<file path="config.mk">
export PLATFORM = sky130hd
export DESIGN_NAME = xoodyak_textout_drain
export DESIGN_NICKNAME = d
export VERILOG_FILES = /design/src/rtl/xoodyak_textout_drain.sv
export SDC_FILE = /design/constraint.sdc
export NUM_CORES = 1
export LEC_CHECK = 0
export ABC_AREA = 1
export CAP_MARGIN = 20
export CORE_MARGIN = 1
export CORE_UTILIZATION = 35
export CTS_BUF_LIST = sky130_fd_sc_hd__clkbuf_8
export DETAILED_ROUTE_END_ITERATION = 8
export PLACE_DENSITY = 0.65
export SLEW_MARGIN = 20
export SYNTH_ARGS = -nofsm -noshare
export SYNTH_HDL_FRONTEND = slang
export SYNTH_SLANG_ARGS = --single-unit
</file>
<file path="constraint.sdc">
create_clock -name eph1 -period 2.5 [get_ports eph1]
set_input_delay 0.5 -clock eph1 [delete_from_list [all_inputs] [get_ports eph1]]
set_output_delay 0.5 -clock eph1 [all_outputs]
set_load 0.03 [all_outputs]
</file>
<file path="src/rtl/xoodyak_textout_drain.sv">
// Result drain for xoodyak_build: captures qualifying 192-bit textouts with their
// opmode in a small FIFO and streams each frame to the host MSB word first.
module xoodyak_textout_drain #(
  parameter int DEPTH  = 2,
  parameter int WORD_W = 32,
  parameter int CNT_W  = 16
) (
  input  logic                     eph1,
  input  logic                     reset,
  input  logic [191:0]             textout,
  input  logic                     textout_valid,
  input  logic [5:0]               opmode,
  output logic [WORD_W-1:0]        out_data,
  output logic [5:0]               out_op,
  output logic                     out_last,
  output logic                     out_valid,
  input  logic                     out_ready,
  output logic                     overflow,
  input  logic                     clr_overflow,
  output logic [$clog2(DEPTH):0]   level,
  output logic [CNT_W-1:0]         frame_cnt
);

  localparam int PTR_W  = $clog2(DEPTH);
  localparam int LVL_W  = PTR_W + 1;
  localparam int NWORDS = 192 / WORD_W;
  localparam int IDX_W  = (NWORDS > 1) ? $clog2(NWORDS) : 1;
  localparam int ENT_W  = 198;

  // Function codes whose textout is a host-visible result.
  function automatic logic is_result_code(input logic [3:0] code);
    case (code)
      4'd4, 4'd5, 4'd6, 4'd8: return 1'b1;
      default:                return 1'b0;
    endcase
  endfunction

  logic [ENT_W-1:0]  mem_q [DEPTH];
  logic [PTR_W-1:0]  wr_ptr_q, wr_ptr_d;
  logic [PTR_W-1:0]  rd_ptr_q, rd_ptr_d;
  logic [LVL_W-1:0]  level_q, level_d;
  logic [IDX_W-1:0]  idx_q, idx_d;
  logic              ovf_q, ovf_d;
  logic [CNT_W-1:0]  cnt_q, cnt_d;

  logic [ENT_W-1:0]  head_s;
  logic              valid_s, last_s, xfer_s, pop_s;
  logic              qual_s, room_s, push_s, drop_s;
  logic [7:0]        shamt_s;
  logic [191:0]      shifted_s;

  // Handshake and admission decode from registered state and this cycle's inputs.
  always_comb begin
    head_s  = mem_q[rd_ptr_q];
    valid_s = (level_q != '0);
    last_s  = (idx_q == IDX_W'(NWORDS - 1));
    xfer_s  = valid_s & out_ready;
    pop_s   = xfer_s & last_s;
    qual_s  = textout_valid & is_result_code(opmode[3:0]);
    // A pop of the head's last word frees its slot for a push on the same edge.
    room_s  = (level_q < LVL_W'(DEPTH)) | pop_s;
    push_s  = qual_s & room_s;
    drop_s  = qual_s & ~room_s;
  end

  // Next-state for pointers, occupancy, word index, overflow and frame counter.
  always_comb begin
    wr_ptr_d = wr_ptr_q;
    rd_ptr_d = rd_ptr_q;
    level_d  = level_q;
    idx_d    = idx_q;
    ovf_d    = ovf_q;
    cnt_d    = cnt_q;
    if (push_s) begin
      wr_ptr_d = wr_ptr_q + PTR_W'(1);
      cnt_d    = cnt_q + CNT_W'(1);
    end else begin
      wr_ptr_d = wr_ptr_q;
    end
    if (pop_s) begin
      rd_ptr_d = rd_ptr_q + PTR_W'(1);
      idx_d    = '0;
    end else if (xfer_s) begin
      idx_d    = idx_q + IDX_W'(1);
    end else begin
      idx_d    = idx_q;
    end
    case ({push_s, pop_s})
      2'b10:   level_d = level_q + LVL_W'(1);
      2'b01:   level_d = level_q - LVL_W'(1);
      default: level_d = level_q;
    endcase
    if (drop_s) begin
      ovf_d = 1'b1;
    end else if (clr_overflow) begin
      ovf_d = 1'b0;
    end else begin
      ovf_d = ovf_q;
    end
  end

  // State registers, FIFO storage included so no stale entry survives reset.
  always_ff @(posedge eph1 or negedge reset) begin
    if (!reset) begin
      for (int i = 0; i < DEPTH; i++) mem_q[i] <= '0;
      wr_ptr_q <= '0;
      rd_ptr_q <= '0;
      level_q  <= '0;
      idx_q    <= '0;
      ovf_q    <= 1'b0;
      cnt_q    <= '0;
    end else begin
      if (push_s) mem_q[wr_ptr_q] <= {opmode, textout};
      wr_ptr_q <= wr_ptr_d;
      rd_ptr_q <= rd_ptr_d;
      level_q  <= level_d;
      idx_q    <= idx_d;
      ovf_q    <= ovf_d;
      cnt_q    <= cnt_d;
    end
  end

  // Host-facing outputs; all derive from registered state only.
  always_comb begin
    shamt_s   = 8'(WORD_W * (NWORDS - 1 - int'(idx_q)));
    shifted_s = head_s[191:0] >> shamt_s;
    out_valid = valid_s;
    if (valid_s) begin
      out_data = shifted_s[WORD_W-1:0];
      out_op   = head_s[197:192];
      out_last = last_s;
    end else begin
      out_data = '0;
      out_op   = 6'd0;
      out_last = 1'b0;
    end
    overflow  = ovf_q;
    level     = level_q;
    frame_cnt = cnt_q;
  end

endmodule

</file>
# --- Word level (Yosys, flattened, before mapping) ---
# Cells that the tools add are included.
op_classes:
  n_addsub: 7
  n_lt_le_gt_ge: 4
  n_eq_ne: 7
  shift: 1
  n_mux: 15
  bitwise_logic: 9
  reduce_logical: 6
ops:
  columns: ["operator", "count"]
  rows:
  - ["198-bit two-way mux", 4]
  - ["396-bit bitwise mux", 1]
  - ["198-bit demux with 1-bit select", 1]
  - ["192-bit by 8-bit >> shifter with 32-bit output", 1]
  - ["32-bit two-way mux", 1]
  - ["16-bit by 1-bit adder with 16-bit output (second input constant)", 1]
  - ["4-bit by 3-bit == test with 1-bit output (second input constant)", 3]
  - ["2-bit nonzero test", 4]
  - ["3-bit two-way mux", 2]
  - ["6-bit two-way mux", 1]
  - ["1-bit bitwise AND", 5]
  - ["4-bit == test (second input constant)", 1]
  - ["2-bit greater-or-equal comparator (second input constant)", 2]
  - ["1-bit two-way mux", 4]
  - ["1-bit inverter with 2-bit output", 2]
  - ["2-bit one-hot mux with 2 select lines", 1]
  - ["4-bit OR reduction", 1]
  - ["3-bit by 1-bit adder with 3-bit output (second input constant)", 1]
  - ["3-bit == test (second input constant)", 1]
  - ["3-bit subtractor (first input constant)", 1]
  - ["1-bit adder (second input constant)", 2]
  - ["2-bit by 1-bit adder with 2-bit output (second input constant)", 1]
  - ["2-bit by 1-bit == test with 1-bit output (second input constant)", 1]
  - ["2-bit == test (second input constant)", 1]
  - ["6 further kinds", 6]
word_totals:
  register_bits: 420
  out_inout_bits: 59

# --- Logic depth before layout (Yosys ltp) ---
depth:
  ltp_word: 7
  depth_mapped: 14
  depth_no_buf: 11

# --- Least setup slack after synthesis ---
# No wires, ideal clock.
synth_path:
  path_kind: "flip-flop to output port"
  start: "reg idx_q[1]"
  end: "out out_data[0]"
  arrival_time_ns: 2.380
  slack_ns: -0.380
  path_stages_with_launch: 10
  n_path_buf: 3
  path_cell_list: "dfrtp_1 clkbuf_1 clkinv_1 clkbuf_1 ha_1 inv_1 nor2_1 clkbuf_1 nand2_1 a21oi_1"
synth_between:
  elab_chain_cells: 3
synth_rtl:
  columns: ["element", "line", "rtl"]
  rows:
  - ["from (decl)", "42", "logic [IDX_W-1:0] idx_q, idx_d;"]
  - ["from (signal assigned)", "117", "idx_q <= idx_d;"]
  - ["3-bit subtractor", "125", "shamt_s = 8'(WORD_W * (NWORDS - 1 - int'(idx_q)));"]
  - ["192-bit by 8-bit >> shifter with 32-bit output", "126", "shifted_s = head_s[191:0] >> shamt_s;"]
  - ["32-bit two-way mux", "128", "if (valid_s) begin"]
  - ["to (decl)", "13", "output logic [WORD_W-1:0] out_data,"]
# Every way passes these cells.

# --- Worst setup path after layout ---
layout_path:
  start: "reg rd_ptr_q"
  end: "out out_data[2]"
layout_between:
  elab_chain_cells: 6
layout_rtl:
  columns: ["element", "line", "rtl"]
  rows:
  - ["from (decl)", "40", "logic [PTR_W-1:0] rd_ptr_q, rd_ptr_d;"]
  - ["from (signal assigned)", "115", "rd_ptr_q <= rd_ptr_d;"]
  - ["1-bit inverter with 2-bit output (implied by the code)", "54", "head_s = mem_q[rd_ptr_q];"]
  - ["198-bit two-way mux (implied by the code) (3 in series)", "54", null]
  - ["192-bit by 8-bit >> shifter with 32-bit output", "126", null]
  - ["32-bit two-way mux", "128", null]
# Every way passes these cells. The select of a mux whose other input is x is not followed.

==> reports/metrics.yaml <==
synthesis.nets: 2912
die_x_um: 245
rsz0062_at_grt: "yes"
r2r_setup_slack_ps: 270
die_h_um: 245
drtIter0Drc: 1437
max_freq_mhz: 336
setup.worst_path.start_class: "register"
hold_class: "input port to register"
min_from: "textout[121]"
core_area_um2: 58100
finalCritPeriodShare_pct: 119
r2r-end: "mem_q[228]$_DFFE_PN0P_"
crit_chain: "buf_12 -> buf_12 -> nand2_1 -> nand3_1 -> nand3_2 -> nand3_2 -> a21oi_4 -> buf_12"
ant_nets: 0
relSlewSlack_pct: 49.3
ys_warn_count: 0
max_stage_delay_ps: 580
cp-end-kind: "output port"
routed_wl_mm: 67.8
final_cell_mix: "803 x nand2_1, 424 x inv_1, 418 x dfrtp_1, 314 x o21ai_1, 220 x clkdlybuf4s50_1"
layout-drive-gt1-share_pct: 15.4
synth_seq_area_share_pct: 50.7
worstReg2RegStart: "idx_q[0]$_DFFE_PN0P_"
clk_pin_slew_worst_paths_ps: 60
area_delta_synth_final_pct: 35.2
cts_tree: "done"
grt_start_max_net_pins: 163
crit_end: "out_data[2]"
worst_slack_ps: -477
hold_viol: 0
power.leakage_nw: 13.9
muxShareOfSynthArea_pct: 0
critPathArrivalTime_ps: 2480
synth_compound_area_share_pct: 13.8
cp_slowest_cell: "dfrtp_4"
vias: 18300
pin_count: 262
numClockSinks: 420
synth_xor_area_share_pct: 0.549
fin_area_um2: 28000
crit_fanout: 20
overflow: 0
syn_inst: 2705
vias_per_cell: 4.81
synth_area_um2: 20700
clock_path_buffers: 3
vdd_ir_drop_max_uv: 994
nNetsFinal: 3182
dpl_cell_area_um2: 24900
status: "finished with violations"
worstMarginPinSlew_ps: 760
place_ws_ps: 45.6
path_class: "register to output port"
grt_pass1_vias: 17500
dp_hpwl_mm: 44.2
maxSlewViolCount: 0
fin_util_pct: 48.2
grt.total_usage_pct: 22.0
wl_per_cell_um: 17.8
synth.distinct_cells: 27
crit_top_cell: "buf_12"
start_util_pct: 35.7
setup_viol: 38
dr.pass1.iters: 5
row_count: 88
maxCapViolations: 0
hold_slack_ps: 398
gp_congestion: 0.814
antenna_found_initial: 9
synth-simple-area-share_pct: 22.4
synth_top_family_by_area: "simple AND/OR/NAND/NOR gates"
critPathLaunch: "rd_ptr_q$_DFFE_PN0P_"
p_per_area_nw_per_um2: 1430
skew_ps: 23.0
portBuffers: 261
clkLatencyLatePin_ps: 680
drc: 0
min_period_ps: 2980
synthAdderAreaFrac_pct: 0.241
ys_ff_latch: 420
cp.required_ps: 2000
numCtsBuffers: 77
clockRootBuffer: "clkbuf_8"
synth_area_per_cell_um2: 7.66
violations: "negative setup slack"
r2r_cells: 9
grt_first_pass_wirelength_mm: 101
fillerInstances: 5610
die_area_um2: 60200
final_common_cell: "nand2_1"
htree_num_levels: 3
==> synth_stat cells, drive strengths merged <==
master	n	area, um2
nand2	825	3110
o21ai	502	2650
dfrtp	420	10500
inv	404	1520
nand3	203	1030
nor2	116	448
buf	102	790
clkbuf	67	251
a21oi	43	215
xnor2	9	78.8
ha	4	50.1
nand3b	4	42.5
xor2	4	35.0
clkinv	1	3.75
nand4	1	6.26
==> critical path: cells and delay by family (launching register included) <==
| family | cells | cell delay (ps) |
|---|---|---|
| buffers and inverters | 3 | 510 |
| flip-flops | 1 | 580 |
| AND/OR/NAND/NOR | 4 | 450 |
| AO/OA/AOI/OAI | 1 | 230 |
==> timing repair <==
item / in CTS / in global routing
resized for setup: 105 / 125
pin swaps: 17 / 55
endpoints found under the hold margin: 53 / 0
setup buffers: 7 / 6
hold buffers: 1 / 0
setup endpoints to repair: 40 / 39
cloned: 4 / 18
==> flip-flops by register name, summed over array words and instances (netlist names) <==
| name | cells |
|---|---|
| frame_cnt | 16 |
| idx_q | 3 |
| level | 2 |
| mem_q | 396 |
| overflow | 1 |
| rd_ptr_q | 1 |
| wr_ptr_q | 1 |
==> layout make-up <==
type | instances | area [um2] | share of cell area (%)
diodes | 6 | 15.0 | 0.0536
clock buffers | 94 | 1290 | 4.62
clock inverters | 39 | 219 | 0.781
inverters | 405 | 1530 | 5.47
multi-input cells | 1711 | 8820 | 31.5
flip-flops and latches | 420 | 10500 | 37.5
well taps | 765 | 957 | 3.42
repair buffers | 359 | 4650 | 16.6
repair inverters | 1 | 20.0 | 0.0714
==> power by group <==
part	internal, mW	switching [mW]	total [mW]	leakage [nW]
Sequential	9.96	1.81	11.8	5.27
Clock	3.51	3.01	6.51	0.873
Combinational	9.29	12.5	21.8	7.71
Total	22.8	17.3	40.1	13.9
==> per-layer routing <==
metal  GRT usage [%]  vias to the layer above  routed length [um]
li1                -                     9001                   -
met4            11.2                        6                2920
met1            28.6                     8625               29400
met2            34.2                      519               31300
met3            4.90                      112                4120
met5               0                        -                  46
==> metrics by stage <==
stage / instances / power [mW] / setup TNS (ps)
after floorplan: 2705 / 22.5 / 0
after global placement: 3626 / 30.0 / 0
after detailed placement: 3626 / 30.3 / 0
after CTS: 3771 / 38.4 / -15200
after global routing: 3795 / 42.8 / -17280
final: 3800 / 40.1 / -14190
==> worst min-delay path by stage <==
stage / to / cells past startpoint
after floorplan: frame_cnt[0]$_DFFE_PN0P_ / 0
after global placement: mem_q[338]$_DFFE_PN0P_ / 2
after detailed placement: mem_q[342]$_DFFE_PN0P_ / 2
final: mem_q[121]$_DFFE_PN0P_ / 3
after CTS: mem_q[121]$_DFFE_PN0P_ / 3
after global routing: mem_q[382]$_DFFE_PN0P_ / 3
==> cell families after synthesis <==
group | after synthesis
buffers and inverters | 574
flip-flops | 420
adder cells (fa/ha/maj) | 4
AND/OR/NAND/NOR | 1149
XOR/XNOR | 13
AO/OA/AOI/OAI | 545
(Power assumes the default switching activity.)
